**config.mk**
```make
export PLATFORM = sky130hd
export DESIGN_NAME = mem_1rw_arb2
export DESIGN_NICKNAME = d
export VERILOG_FILES = /design/src/rtl/mem_1rw_arb2.sv
export SDC_FILE = /design/constraint.sdc
export NUM_CORES = 1
export LEC_CHECK = 0
export BUFFER_PORTS_ARGS = -buffer_cell sky130_fd_sc_hd__buf_2
export CAP_MARGIN = 20
export CELL_PAD_IN_SITES_DETAIL_PLACEMENT = 1
export CELL_PAD_IN_SITES_GLOBAL_PLACEMENT = 1
export CORE_AREA = 2 2 173 175
export CTS_CLUSTER_DIAMETER = 30
export DETAILED_ROUTE_END_ITERATION = 7
export DIE_AREA = 0 0 175 177
export GPL_TIMING_DRIVEN = 0
export HOLD_SLACK_MARGIN = 0.08
export PLACE_DENSITY = 0.5
export SLEW_MARGIN = 20
export SYNTH_ARGS = -nofsm -noshare
export SYNTH_HDL_FRONTEND = slang
export SYNTH_SLANG_ARGS = --single-unit
export TNS_END_PERCENT = 10
```
**constraint.sdc**
```tcl
create_clock -name clk -period 4.3 [get_ports clk]
set_clock_uncertainty 0.2 [all_clocks]
set_input_delay 0.43 -clock clk [delete_from_list [all_inputs] [get_ports clk]]
set_output_delay 0.43 -clock clk [all_outputs]
set_load 0.005 [all_outputs]
```
**src/rtl/mem_1rw_arb2.sv**
```systemverilog
// mem_1rw_arb2: round-robin arbiter that shares one single-port (1RW)
// synchronous memory between two requesters, m0 and m1.
//   - Grants are combinational in the request cycle. At most one access
//     reaches the memory per cycle.
//   - When both requesters ask in the same cycle, the one not served last wins.
//   - Read data returns one cycle after the grant, qualified by a
//     per-requester valid strobe.
// Optional feature: define MEM_1RW_ARB2_STARVE_CHK_EN to add simulation-only
// starvation counters and a grant-exclusivity check.
module mem_1rw_arb2 #(
    parameter int ADDR_WIDTH = 8,
    parameter int WORD_BYTES = 8,
    parameter int MAX_WAIT   = 16
) (
    input  logic                    clk,
    input  logic                    rst,
    input  logic                    m0_req,
    input  logic                    m0_we,
    input  logic [ADDR_WIDTH-1:0]   m0_addr,
    input  logic [8*WORD_BYTES-1:0] m0_wr_data,
    input  logic [WORD_BYTES-1:0]   m0_be,
    output logic                    m0_gnt,
    output logic                    m0_rd_valid,
    output logic [8*WORD_BYTES-1:0] m0_rd_data,
    input  logic                    m1_req,
    input  logic                    m1_we,
    input  logic [ADDR_WIDTH-1:0]   m1_addr,
    input  logic [8*WORD_BYTES-1:0] m1_wr_data,
    input  logic [WORD_BYTES-1:0]   m1_be,
    output logic                    m1_gnt,
    output logic                    m1_rd_valid,
    output logic [8*WORD_BYTES-1:0] m1_rd_data,
    output logic                    mem_ce,
    output logic                    mem_we,
    output logic [ADDR_WIDTH-1:0]   mem_addr,
    output logic [8*WORD_BYTES-1:0] mem_wr_data,
    output logic [WORD_BYTES-1:0]   mem_be,
    input  logic [8*WORD_BYTES-1:0] mem_rd_data
);

    // A zero starvation limit would make the optional checker fire immediately.
    if (MAX_WAIT < 1) begin : g_bad_max_wait
        $error("mem_1rw_arb2: MAX_WAIT must be at least 1");
    end

    logic [1:0] req;
    logic [1:0] gnt;
    logic       gnt_id;
    logic [1:0] rd_valid;

    // Requester id (0 or 1) of the most recent grant. Reset to 1 so that m0 wins first.
    logic       last_gnt_reg;
    logic       last_gnt_next;
    // A granted read is in flight: the memory returns its data in the next cycle.
    logic       pend_rd_reg;
    logic       pend_rd_next;
    logic       pend_id_reg;
    logic       pend_id_next;

    assign req = {m1_req, m0_req};

    // Arbitration: single requesters win outright; on a tie the requester
    // that was not served last wins. Nothing is granted while in reset.
    always_comb begin
        gnt = 2'b00;
        if (!rst) begin
            if (req == 2'b11) begin
                gnt = last_gnt_reg ? 2'b01 : 2'b10;
            end else begin
                gnt = req;
            end
        end
    end

    assign gnt_id = gnt[1];
    assign m0_gnt = gnt[0];
    assign m1_gnt = gnt[1];

    // Memory port is driven by whichever requester holds the grant.
    assign mem_ce      = |gnt;
    assign mem_we      = mem_ce & (gnt_id ? m1_we : m0_we);
    assign mem_addr    = gnt_id ? m1_addr    : m0_addr;
    assign mem_wr_data = gnt_id ? m1_wr_data : m0_wr_data;
    assign mem_be      = gnt_id ? m1_be      : m0_be;

    // Next-state: remember the winner, and flag reads whose data returns next cycle.
    always_comb begin
        last_gnt_next = last_gnt_reg;
        pend_rd_next  = 1'b0;
        pend_id_next  = pend_id_reg;
        if (mem_ce) begin
            last_gnt_next = gnt_id;
        end
        if (mem_ce && !mem_we) begin
            pend_rd_next = 1'b1;
            pend_id_next = gnt_id;
        end
    end

    // State registers with synchronous reset.
    always_ff @(posedge clk) begin
        if (rst) begin
            last_gnt_reg <= 1'b1;
            pend_rd_reg  <= 1'b0;
            pend_id_reg  <= 1'b0;
        end else begin
            last_gnt_reg <= last_gnt_next;
            pend_rd_reg  <= pend_rd_next;
            pend_id_reg  <= pend_id_next;
        end
    end

    // Read-return steering. The strobe comes straight from flops. It is also
    // masked by rst, so that a read granted just before reset never reports
    // completion.
    for (genvar gi = 0; gi < 2; gi++) begin : g_rd_valid
        assign rd_valid[gi] = pend_rd_reg & (pend_id_reg == 1'(gi)) & ~rst;
    end

    assign m0_rd_valid = rd_valid[0];
    assign m1_rd_valid = rd_valid[1];
    assign m0_rd_data  = mem_rd_data;
    assign m1_rd_data  = mem_rd_data;

`ifdef MEM_1RW_ARB2_STARVE_CHK_EN
    localparam int CW = $clog2(MAX_WAIT + 1);

    logic [1:0] gnt_obs;

    // The checker watches the output ports, so forcing a port is visible to it.
    assign gnt_obs = {m1_gnt, m0_gnt};

    for (genvar gi = 0; gi < 2; gi++) begin : g_starve
        logic [CW-1:0] wait_cnt_reg;

        // Count consecutive cycles of an unanswered request.
        always_ff @(posedge clk) begin
            if (rst || !req[gi] || gnt_obs[gi]) begin
                wait_cnt_reg <= '0;
            end else if (wait_cnt_reg != CW'(MAX_WAIT)) begin
                wait_cnt_reg <= wait_cnt_reg + 1'b1;
            end
        end

        // Report a requester that has waited the full starvation limit.
        always_ff @(posedge clk) begin
            if (!rst && wait_cnt_reg == CW'(MAX_WAIT)) begin
                $display("%M %0t EROARE: starvation m%0d", $time, gi);
                $stop;
            end
        end
    end

    // The two grants must never be asserted together.
    always_ff @(posedge clk) begin
        if (!rst && m0_gnt && m1_gnt) begin
            $display("%M %0t EROARE: m0_gnt and m1_gnt both asserted", $time);
            $stop;
        end
    end
`else
    // Checker disabled: no counters and no checks.
`endif

endmodule

```
==> results.sh, run 1 <==
export IMPL_dp_hpwl_mm=12.66
export IMPL_initial_utilization_pct=8.660
export IMPL_ys_top_cells_by_area="sky130_fd_sc_hd__mux2_4, sky130_fd_sc_hd__buf_4, sky130_fd_sc_hd__buf_12"
export IMPL_postPlaceCellArea_mm2=0.004917
export IMPL_cp_end_kind="primary output"
export IMPL_vias_per_cell=3.050
export IMPL_grt_pass1_wl_mm=18.46
export IMPL_row_count=63
export IMPL_setup_tns_final_ns=0
export IMPL_coreArea_mm2=0.02924
export IMPL_synth_cell_area_mm2=0.002532
export IMPL_buffer_ports_inserted=379
export IMPL_nNetsFinal=855
export IMPL_report_final_hold_viol_count=0
export IMPL_timing_critical_path_slowest_cell_delay_ns=0.35
export IMPL_tightestPinTransition_ns=0.2370
export IMPL_global_placer_s_final_weighted_congestion=0.7662
export IMPL_cts_setup_buffers=0
export IMPL_hp_class="in -> reg"
export IMPL_detail_route_first_pass_iterations=4
export IMPL_post_route_antenna_net_violation_count=0
export IMPL_tritoncts="done"
export IMPL_outcome="completed"
export IMPL_synth_fp_nets=471
export IMPL_drt_first_iter_violations=37
export IMPL_grt_antenna_before_repair=2
export IMPL_drt_total_wl_mm=13.72
export IMPL_timing_slew_headroom_pct=84.06
export IMPL_synth_seq_area_share_pct=2.372
export IMPL_slew_viol_final=0
export IMPL_grt_start_max_net_pins=11
export IMPL_worstPathArrival_ns=1.63
export IMPL_timing_critical_path_slowest_stage_cell="sky130_fd_sc_hd__dfxtp_1"
export IMPL_max_clock_freq_ghz=0.4418
export IMPL_synth_cells=241
export IMPL_stdcell_area_mm2=0.004999
export IMPL_drv_cap=0
export IMPL_cts_htree_levels=1
export IMPL_synth_seq_cells=3
export IMPL_globalRoute_totalOverflow=0
export IMPL_drt_drc_violations_left=0
export IMPL_clock_root_buffer="sky130_fd_sc_hd__clkbuf_16"
export IMPL_max_vdd_ir_drop_v=0.00007229
export IMPL_synthToLayoutAreaGrowth_pct=97.38
export IMPL_setup_repair_after_global_routing_missed_its_margin="false"
export IMPL_post_synth_cell_area_avg_um2=10.51
export IMPL_cp_max_fo=10
export IMPL_post_synth_num_cell_types=20
export IMPL_timing_setup_critical_path_class="reg -> out"
export IMPL_synthDominantCellAreaShare_pct=47.43
export IMPL_grt_usage_pct=7.942
export IMPL_yosys_warnings=0
export IMPL_final_setup_vio_count=0
export IMPL_post_cts_resized=0
export IMPL_dr_vias=3096
export IMPL_final_cell_mix="sky130_fd_sc_hd__buf_2, sky130_fd_sc_hd__buf_4, sky130_fd_sc_hd__mux2_4, sky130_fd_sc_hd__buf_12"
export IMPL_finalCriticalPeriod_ns=2.264
export IMPL_post_route_cells_drive_above_1_share_pct=96.15
export IMPL_cts_max_path_buffers=2
export IMPL_cts_sinks=3
export IMPL_most_common_cell_after_layout_fill_and_taps_aside="sky130_fd_sc_hd__buf_2"
export IMPL_die_width_um=175
export IMPL_routedWlPerCell_um=13.52
export IMPL_overall_die_area_mm2=0.03098
export IMPL_path_clk_slew_ns=0.03
export IMPL_via_count_of_the_first_global_routing_pass=3234
export IMPL_layout_worst_path_cycle_share_pct=52.64
export IMPL_die_h_um=177
export IMPL_crit_path_start_kind="register"
export IMPL_synth_largest_area_cell="sky130_fd_sc_hd__mux2_4"
export IMPL_worst_skew_pair_late_latency_ns=0.23
export IMPL_boundaryPins=444
export IMPL_power_leakage_nw=3.058
export IMPL_finalCoreUtilization_pct=17.09
export IMPL_hold_buffers=0
export IMPL_crit_required_ns=3.67
export IMPL_crit_chain="nand2_1 > nand2_8 > buf_12 > mux2_4 > buf_2"
export IMPL_power_density_cell_area_mw_per_mm2=130.3
export IMPL_cts_buf_count=3
==> per-layer routing <==
metal / up-vias / wire length, um / part of all wire (%) / global-route usage (%)
li1: 1448 / - / - / -
met1: 1395 / 4199 / 31 / 7.209
met2: 245 / 7834 / 57 / 16.68
met3: 6 / 1565 / 11 / 2.577
met4: 2 / 114 / 0.83 / 1.875
met5: - / 11 / 0.080 / 0
==> worst max-delay path: cells and delay by family (launching register included) <==
family | cells | cell delay (ns)
AND/OR/NAND/NOR | 2 | 0.38
buffers and inverters | 2 | 0.32
multiplexers | 1 | 0.33
flip-flops | 1 | 0.35
==> stage by stage <==
stage | total power, W | std cells | setup WS [ns] | hold WS (ns)
detailed placement | 0.0005113 | 1010 | 1.997 | 0.3254
floorplan | 0.0002796 | 241 | 2.461 | 0.3015
CTS | 0.0006661 | 1014 | 1.988 | 0.2731
global placement | 0.0005081 | 1010 | 2.019 | 0.3270
finish | 0.0006511 | 1015 | 2.036 | 0.2712
global route | 0.0006933 | 1014 | 1.941 | 0.2883
==> cell type report <==
class,count,area [um^2]
fillers,3614,24250
plain buffers,136,1121
inverters,2,7.507
multi-input cells,100,1344
well taps,390,488.0
repair buffers,379,1897
clock buffers,4,78.83
flip-flops and latches,3,60.06
diodes,1,2.502
==> cell families after synthesis <==
logic type | after synthesis | synth area share, %
AND/OR/NAND/NOR | 14 | 4.051
multiplexers | 80 | 47.43
buffers and inverters | 138 | 44.57
AO/OA/AOI/OAI | 6 | 1.581
flip-flops | 3 | 2.372
==> synth_stat cells <==
cell type	n
sky130_fd_sc_hd__nor2b_4	1
sky130_fd_sc_hd__buf_12	8
sky130_fd_sc_hd__nor3b_1	3
sky130_fd_sc_hd__o21ai_0	2
sky130_fd_sc_hd__and2_1	1
sky130_fd_sc_hd__nor2b_1	1
sky130_fd_sc_hd__nand3_1	1
sky130_fd_sc_hd__a21boi_0	1
sky130_fd_sc_hd__and3_1	1
sky130_fd_sc_hd__a21oi_1	1
sky130_fd_sc_hd__or2b_1	1
sky130_fd_sc_hd__o21bai_1	1
sky130_fd_sc_hd__mux2_4	80
sky130_fd_sc_hd__o311a_1	1
sky130_fd_sc_hd__dfxtp_1	3
sky130_fd_sc_hd__nand2_1	1
sky130_fd_sc_hd__nand2_8	1
sky130_fd_sc_hd__nor2_1	3
sky130_fd_sc_hd__buf_4	128
sky130_fd_sc_hd__inv_1	2
==> power by group <==
part / switching (W) / internal, W / total, W
clock network: 0.0000269 / 0.000122 / 0.000149
logic: 0.000163 / 0.000309 / 0.000471
registers: 0.000000880 / 0.0000296 / 0.0000305
==> worst paths after layout <==
path | startpoint | to | slack [ns] | cells past startpoint
worst max-delay path | last_gnt_reg | mem_addr[6] | 2.04 | 5
worst min-delay path | m0_we | pend_id_reg | 0.27 | 2
worst max register to register | last_gnt_reg | pend_id_reg | 2.84 | 4
worst min register to register | last_gnt_reg | last_gnt_reg | 0.33 | 2
Power figures use the tool's default switching activity.
==> run 2: changes to the inputs <==
--- a/config.mk
+++ b/config.mk
@@ -15,7 +15,7 @@
 export DIE_AREA = 0 0 175 177
 export GPL_TIMING_DRIVEN = 0
 export HOLD_SLACK_MARGIN = 0.08
-export PLACE_DENSITY = 0.5
+export PLACE_DENSITY = 0.52
 export SLEW_MARGIN = 20
 export SYNTH_ARGS = -nofsm -noshare
 export SYNTH_HDL_FRONTEND = slang
==> constraint.sdc (replaced) <==
create_clock -name clk -period 1.9 [get_ports clk]
set_clock_uncertainty 0.2 [all_clocks]
set_input_delay 0.19 -clock clk [delete_from_list [all_inputs] [get_ports clk]]
set_output_delay 0.19 -clock clk [all_outputs]
set_load 0.005 [all_outputs]
==> run 2 against run 1 <==
Core utilization is 0.16 points higher. Largest power group unchanged. Worst setup slack worse by 2.0 ns. Register-to-register slack lost 2.2 ns. Non-clock buffer count grew 1. Die area is the same. Highest routed layer unchanged. Total power increased by 130%. Clock power rose by 130%. Sequential power rose by 130%. Count of clock-buffer cells in the layout did not move. Hold slack lost 0.18 ns. Via count shrank 0.58%. Final cell count hardly changed.
==> results.sh, run 2 (same netlist as run 1, synthesis figures left out) <==
export IMPL_cp_max_fo=10
export IMPL_buffer_ports_inserted=379
export IMPL_path_clk_slew_ns=0.03
export IMPL_tritoncts="done"
export IMPL_globalRoute_totalOverflow=0
export IMPL_p_comb_share_pct=72.5
export IMPL_stdcell_count=1016
export IMPL_drt_drc_violations_left=0
export IMPL_share_clk_of_total_power_pct=22.7
export IMPL_detail_route_first_pass_iterations=4
export IMPL_power_leakage_nw=3.069
export IMPL_p_switching_w=0.0004430
export IMPL_max_clock_freq_ghz=0.5387
export IMPL_drt_first_iter_violations=50
export IMPL_tightestPinTransition_ns=0.2696
export IMPL_timing_slew_headroom_pct=81.99
export IMPL_boundaryPins=444
export IMPL_report_final_hold_viol_count=0
export IMPL_drt_total_wl_mm=14.24
export IMPL_total_power_draw_w=0.001491
export IMPL_most_common_cell_after_layout_fill_and_taps_aside="sky130_fd_sc_hd__buf_2"
export IMPL_crit_path_start_kind="register"
export IMPL_final_cell_mix="sky130_fd_sc_hd__buf_2, sky130_fd_sc_hd__buf_4, sky130_fd_sc_hd__mux2_4, sky130_fd_sc_hd__buf_12"
export IMPL_dr_vias=3078
export IMPL_max_vdd_ir_drop_v=0.0001634
export IMPL_nNetsFinal=857
export IMPL_dp_hpwl_mm=12.95
export IMPL_initial_utilization_pct=8.660
export IMPL_clock_root_buffer="sky130_fd_sc_hd__clkbuf_16"
export IMPL_global_placer_s_final_weighted_congestion=0.7692
export IMPL_cts_buf_count=3
export IMPL_cts_max_path_buffers=2
export IMPL_hp_class="in -> reg"
export IMPL_finalCoreUtilization_pct=17.26
export IMPL_grt_pass1_wl_mm=18.65
export IMPL_overall_die_area_mm2=0.03098
export IMPL_synthToLayoutAreaGrowth_pct=99.26
export IMPL_grt_start_max_net_pins=11
export IMPL_row_count=63
export IMPL_grt_antenna_before_repair=3
export IMPL_diodes=0
export IMPL_layout_worst_path_cycle_share_pct=97.69
export IMPL_die_width_um=175
export IMPL_post_route_antenna_net_violation_count=0
export IMPL_power_density_cell_area_mw_per_mm2=295.4
export IMPL_finalCriticalPeriod_ns=1.856
export IMPL_die_h_um=177
export IMPL_setup_tns_final_ns=0
export IMPL_worstPathArrival_ns=1.47
export IMPL_final_setup_vio_count=0
export IMPL_outcome="completed"
export IMPL_routedWlPerCell_um=14.01
export IMPL_worst_skew_pair_late_latency_ns=0.22
export IMPL_slew_viol_final=0
export IMPL_n_fill_cell=3600
export IMPL_p_seq_share_pct=4.7
export IMPL_cts_htree_levels=1
export IMPL_dpl_cell_count=1010
export IMPL_power_internal_w=0.001048
export IMPL_cts_sinks=3
export IMPL_via_count_of_the_first_global_routing_pass=3213
export IMPL_crit_required_ns=1.51
export IMPL_drv_cap=0
export IMPL_vias_per_cell=3.030
export IMPL_timing_setup_critical_path_class="reg -> out"
export IMPL_switching_share_pct=29.71
export IMPL_coreArea_mm2=0.02924
export IMPL_post_route_cells_drive_above_1_share_pct=96.33
export IMPL_cp_end_kind="primary output"
export IMPL_grt_usage_pct=8.066
export IMPL_setup_repair_after_global_routing_missed_its_margin="true"
[run 2: final timing paths]
path / cells after the start / startpoint / to / slack, ns
min reg2reg: 2 / last_gnt_reg / last_gnt_reg / 0.38
min: 3 / m1_we / pend_id_reg / 0.09
max reg2reg: 4 / last_gnt_reg / pend_id_reg / 0.61
max: 5 / last_gnt_reg / mem_wr_data[28] / 0.04
[run 2: what timing repair did]
action                     4_1_cts  5_1_grt
resized for setup                5        1
hold endpoints to repair         1        0
cloned                           1        0
buffers inserted                 0        0
setup endpoints to repair       80        9
pin swaps                        2        0
hold buffers                     1        0
[run 2: cell type report]
class                   count  area [um^2]  share of cell area (%)
inverters                   2        7.507                  0.1488
repair buffers            380         1907                   37.79
plain buffers             136         1121                   22.22
multi-input cells         101         1380                   27.35
flip-flops and latches      3        63.81                   1.265
well taps                 390        488.0                   9.670
clock buffers               4        78.83                   1.562
[run 2: layer usage]
| metal | vias up | part of all wire, % | routed length (um) | track usage, % |
|---|---|---|---|---|
| met2 | 247 | 57 | 8127 | 17.34 |
| met1 | 1368 | 31 | 4463 | 7.561 |
| met5 | - | 0.20 | 29 | 0 |
| met4 | 4 | 0.46 | 65 | 0.8333 |
| li1 | 1449 | - | - | - |
| met3 | 10 | 11 | 1550 | 2.363 |
[run 2: metrics by stage]
step	area (um^2)	worst slack, ns	hold slack [ns]
floorplan	2532	0.4109	0.09678
global placement	4917	0.1072	0.2690
detailed placement	4917	0.1067	0.2700
CTS	5037	0.007795	0.09619
global route	5046	-0.01216	0.1007
finish	5046	0.04381	0.09411
[run 2: worst max-delay path, stage by stage (launching register included)]
cell and delay (ns):
sky130_fd_sc_hd__dfxtp_4 0.38, sky130_fd_sc_hd__nand2_8 0.08, sky130_fd_sc_hd__nand2_8 0.14, sky130_fd_sc_hd__buf_12 0.16
sky130_fd_sc_hd__mux2_4 0.31, sky130_fd_sc_hd__buf_2 0.15
[run 2: power groups by stage]
stage / sequential, W / combinational (W) / clock [W]
finish: 0.0000708 / 0.00108 / 0.000339
global route: 0.0000714 / 0.00117 / 0.000350
CTS: 0.0000696 / 0.00111 / 0.000340
detailed placement: 0.0000699 / 0.00109 / 0
global placement: 0.0000698 / 0.00108 / 0
floorplan: 0.0000694 / 0.000564 / 0
==> run 3: changes to the inputs <==
--- a/config.mk
+++ b/config.mk
@@ -15,7 +15,7 @@
 export DIE_AREA = 0 0 175 177
 export GPL_TIMING_DRIVEN = 0
 export HOLD_SLACK_MARGIN = 0.08
-export PLACE_DENSITY = 0.52
+export PLACE_DENSITY = 0.54
 export SLEW_MARGIN = 20
 export SYNTH_ARGS = -nofsm -noshare
 export SYNTH_HDL_FRONTEND = slang
==> run 3 against run 2 <==
Fmax grew 0.25%. Worst setup slack improved by 0.0047 ns. Sequential cell count unchanged. Total power up 2.0%. Via count increased by 1.6%. Clock power increased by 1%. Wire length down 5.6%. Global-route usage is 0.75 points lower. Critical endpoint is now mem_wr_data[30].
==> results.sh, run 3 (same netlist as run 1, synthesis figures left out) <==
export IMPL_outcome="completed"
export IMPL_timing_slew_headroom_pct=76.50
export IMPL_holdPathEnd="pend_rd_reg"
export IMPL_multi_input_area_mm2=0.001391
export IMPL_worstPathArrival_ns=1.46
export IMPL_timing_setup_critical_path_class="reg -> out"
export IMPL_drt_drc_violations_left=0
export IMPL_max_vdd_ir_drop_v=0.0001753
export IMPL_die_h_um=177
export IMPL_share_clk_of_total_power_pct=22.6
export IMPL_final_cell_mix="sky130_fd_sc_hd__buf_2, sky130_fd_sc_hd__buf_4, sky130_fd_sc_hd__mux2_4, sky130_fd_sc_hd__buf_12, sky130_fd_sc_hd__clkbuf_16"
export IMPL_register_area_um2=63.81
export IMPL_routedWlPerCell_um=13.10
export IMPL_grt_usage_pct=7.314
export IMPL_die_width_um=175
export IMPL_p_comb_share_pct=72.7
export IMPL_capturing_point_of_the_worst_reg2reg_path="pend_id_reg"
export IMPL_crit_required_ns=1.51
export IMPL_timing_critical_path_slowest_cell_delay_ns=0.38
export IMPL_overall_die_area_mm2=0.03098
export IMPL_coreArea_mm2=0.02924
export IMPL_post_route_antenna_net_violation_count=0
export IMPL_power_density_cell_area_mw_per_mm2=292.1
export IMPL_p_seq_share_pct=4.7
export IMPL_post_route_cells_drive_above_1_share_pct=95.91
export IMPL_worst_path_buf_inv=2
export IMPL_timing_hold_worst_path_depth=3
export IMPL_switching_share_pct=29.41
export IMPL_r2r_worst_path_cells=5
export IMPL_dr_vias=3126
export IMPL_cts_max_path_buffers=2
export IMPL_p_switching_w=0.0004474
export IMPL_detail_route_first_pass_iterations=4
export IMPL_globalRoute_totalOverflow=0
export IMPL_hold_start="rst"
export IMPL_report_final_hold_viol_count=0
export IMPL_layout_worst_path_cycle_share_pct=97.45
export IMPL_cts_sinks=3
export IMPL_critical_path_top_delay_family="flip-flops"
export IMPL_crit_chain="nand2_8 > nand2_4 > clkbuf_16 > mux2_4 > buf_2"
export IMPL_grt_antenna_before_repair=3
export IMPL_grt_pass1_wl_mm=17.26
export IMPL_cp_max_fo=5
export IMPL_boundaryPins=444
export IMPL_finalCriticalPeriod_ns=1.852
export IMPL_path_clk_slew_ns=0.03
export IMPL_hp_class="in -> reg"
export IMPL_drt_total_wl_mm=13.44
export IMPL_tritoncts="done"
export IMPL_final_setup_vio_count=0
export IMPL_row_count=63
export IMPL_max_clock_freq_ghz=0.5401
export IMPL_timing_rr_start="last_gnt_reg"
export IMPL_vias_per_cell=3.047
export IMPL_power_internal_w=0.001074
export IMPL_buffer_ports_inserted=379
export IMPL_drv_cap=0
export IMPL_drt_first_iter_violations=61
export IMPL_power_leakage_nw=3.150
export IMPL_cts_htree_levels=1
export IMPL_timing_critical_path_slowest_stage_cell="sky130_fd_sc_hd__dfxtp_4"
export IMPL_global_placer_s_final_weighted_congestion=0.7987
export IMPL_tightestPinTransition_ns=0.3518
export IMPL_stdcell_count=1026
export IMPL_hold_slack_ns=0.1680
export IMPL_via_count_of_the_first_global_routing_pass=3060
export IMPL_initial_utilization_pct=8.660
export IMPL_grt_start_max_net_pins=11
export IMPL_dp_hpwl_mm=11.91
export IMPL_worst_skew_pair_late_latency_ns=0.23
export IMPL_cp_end_kind="primary output"
export IMPL_n_fill_cell=3616
export IMPL_setup_repair_after_global_routing_missed_its_margin="true"
export IMPL_nNetsFinal=866
export IMPL_clock_root_buffer="sky130_fd_sc_hd__clkbuf_16"
export IMPL_finalCoreUtilization_pct=17.80
export IMPL_cts_buf_count=3
export IMPL_synthToLayoutAreaGrowth_pct=105.6
export IMPL_dpl_cell_count=1010
export IMPL_slew_viol_final=0
export IMPL_most_common_cell_after_layout_fill_and_taps_aside="sky130_fd_sc_hd__buf_2"
export IMPL_worst_r2r_setup_slack_ns=0.48
export IMPL_crit_path_start_kind="register"
[run 3: power groups by stage]
stage	Clock (W)	Combinational, W	Sequential, W
after floorplan	0	0.000564	0.0000694
after global placement	0	0.00107	0.0000699
after detailed placement	0	0.00107	0.0000700
after CTS	0.000347	0.00110	0.0000697
after global routing	0.000357	0.00119	0.0000715
final	0.000344	0.00111	0.0000709
[run 3: worst max-delay path by stage]
stage | start | endpoint | slack (ns) | cells past startpoint
6_report | last_gnt_reg | mem_wr_data[30] | 0.05 | 5
5_1_grt | last_gnt_reg | mem_wr_data[25] | -0.006 | 5
4_1_cts | last_gnt_reg | mem_wr_data[45] | 0.004 | 5
3_5_place_dp | last_gnt_reg | mem_wr_data[45] | 0.11 | 5
3_3_place_gp | last_gnt_reg | mem_wr_data[45] | 0.09 | 5
2_1_floorplan | last_gnt_reg | mem_addr[0] | 0.41 | 4
[run 3: timing repair]
action                                  CTS  global route
pin swaps                                 2             1
cloned                                    1             5
hold buffers                              3             1
hold endpoints to repair                  2             2
gates resized for setup                   5             5
setup buffers                             1             0
endpoints found under the setup margin   80            10
[run 3: layout make-up]
cell class | count | area share (%)
multi-input cells | 102 | 26.72
well taps | 390 | 9.373
diodes | 1 | 0.04807
plain buffers | 136 | 21.53
flip-flops and latches | 3 | 1.226
repair buffers | 388 | 39.44
inverters | 2 | 0.1442
clock buffers | 4 | 1.514
[run 3: worst register-to-register path, cell delays in order, from the launching register on]
cell	delay, ns
sky130_fd_sc_hd__dfxtp_4	0.38
sky130_fd_sc_hd__nand2_8	0.10
sky130_fd_sc_hd__nand2_8	0.13
sky130_fd_sc_hd__buf_4	0.13
sky130_fd_sc_hd__inv_1	0.06
sky130_fd_sc_hd__o311a_1	0.32
[run 3: stage by stage]
step	worst slack [ns]	total power (W)	setup TNS (ns)	instance area, um^2
2_1_floorplan	0.4109	0.0006329	0	2532
3_3_place_gp	0.09212	0.001136	0	4917
3_5_place_dp	0.1110	0.001144	0	4917
4_1_cts	0.003834	0.001513	0	5065
5_1_grt	-0.005715	0.001615	-0.01359	5206
6_report	0.04848	0.001521	0	5206
[run 3: routing by layer]
| layer | GRT usage [%] | up-vias | share of wire (%) |
|---|---|---|---|
| li1 | - | 1477 | - |
| met2 | 15.43 | 246 | 58 |
| met3 | 1.826 | 11 | 9.8 |
| met5 | 0 | - | 0 |
| met4 | 1.181 | 0 | 1.1 |
| met1 | 7.120 | 1392 | 31 |
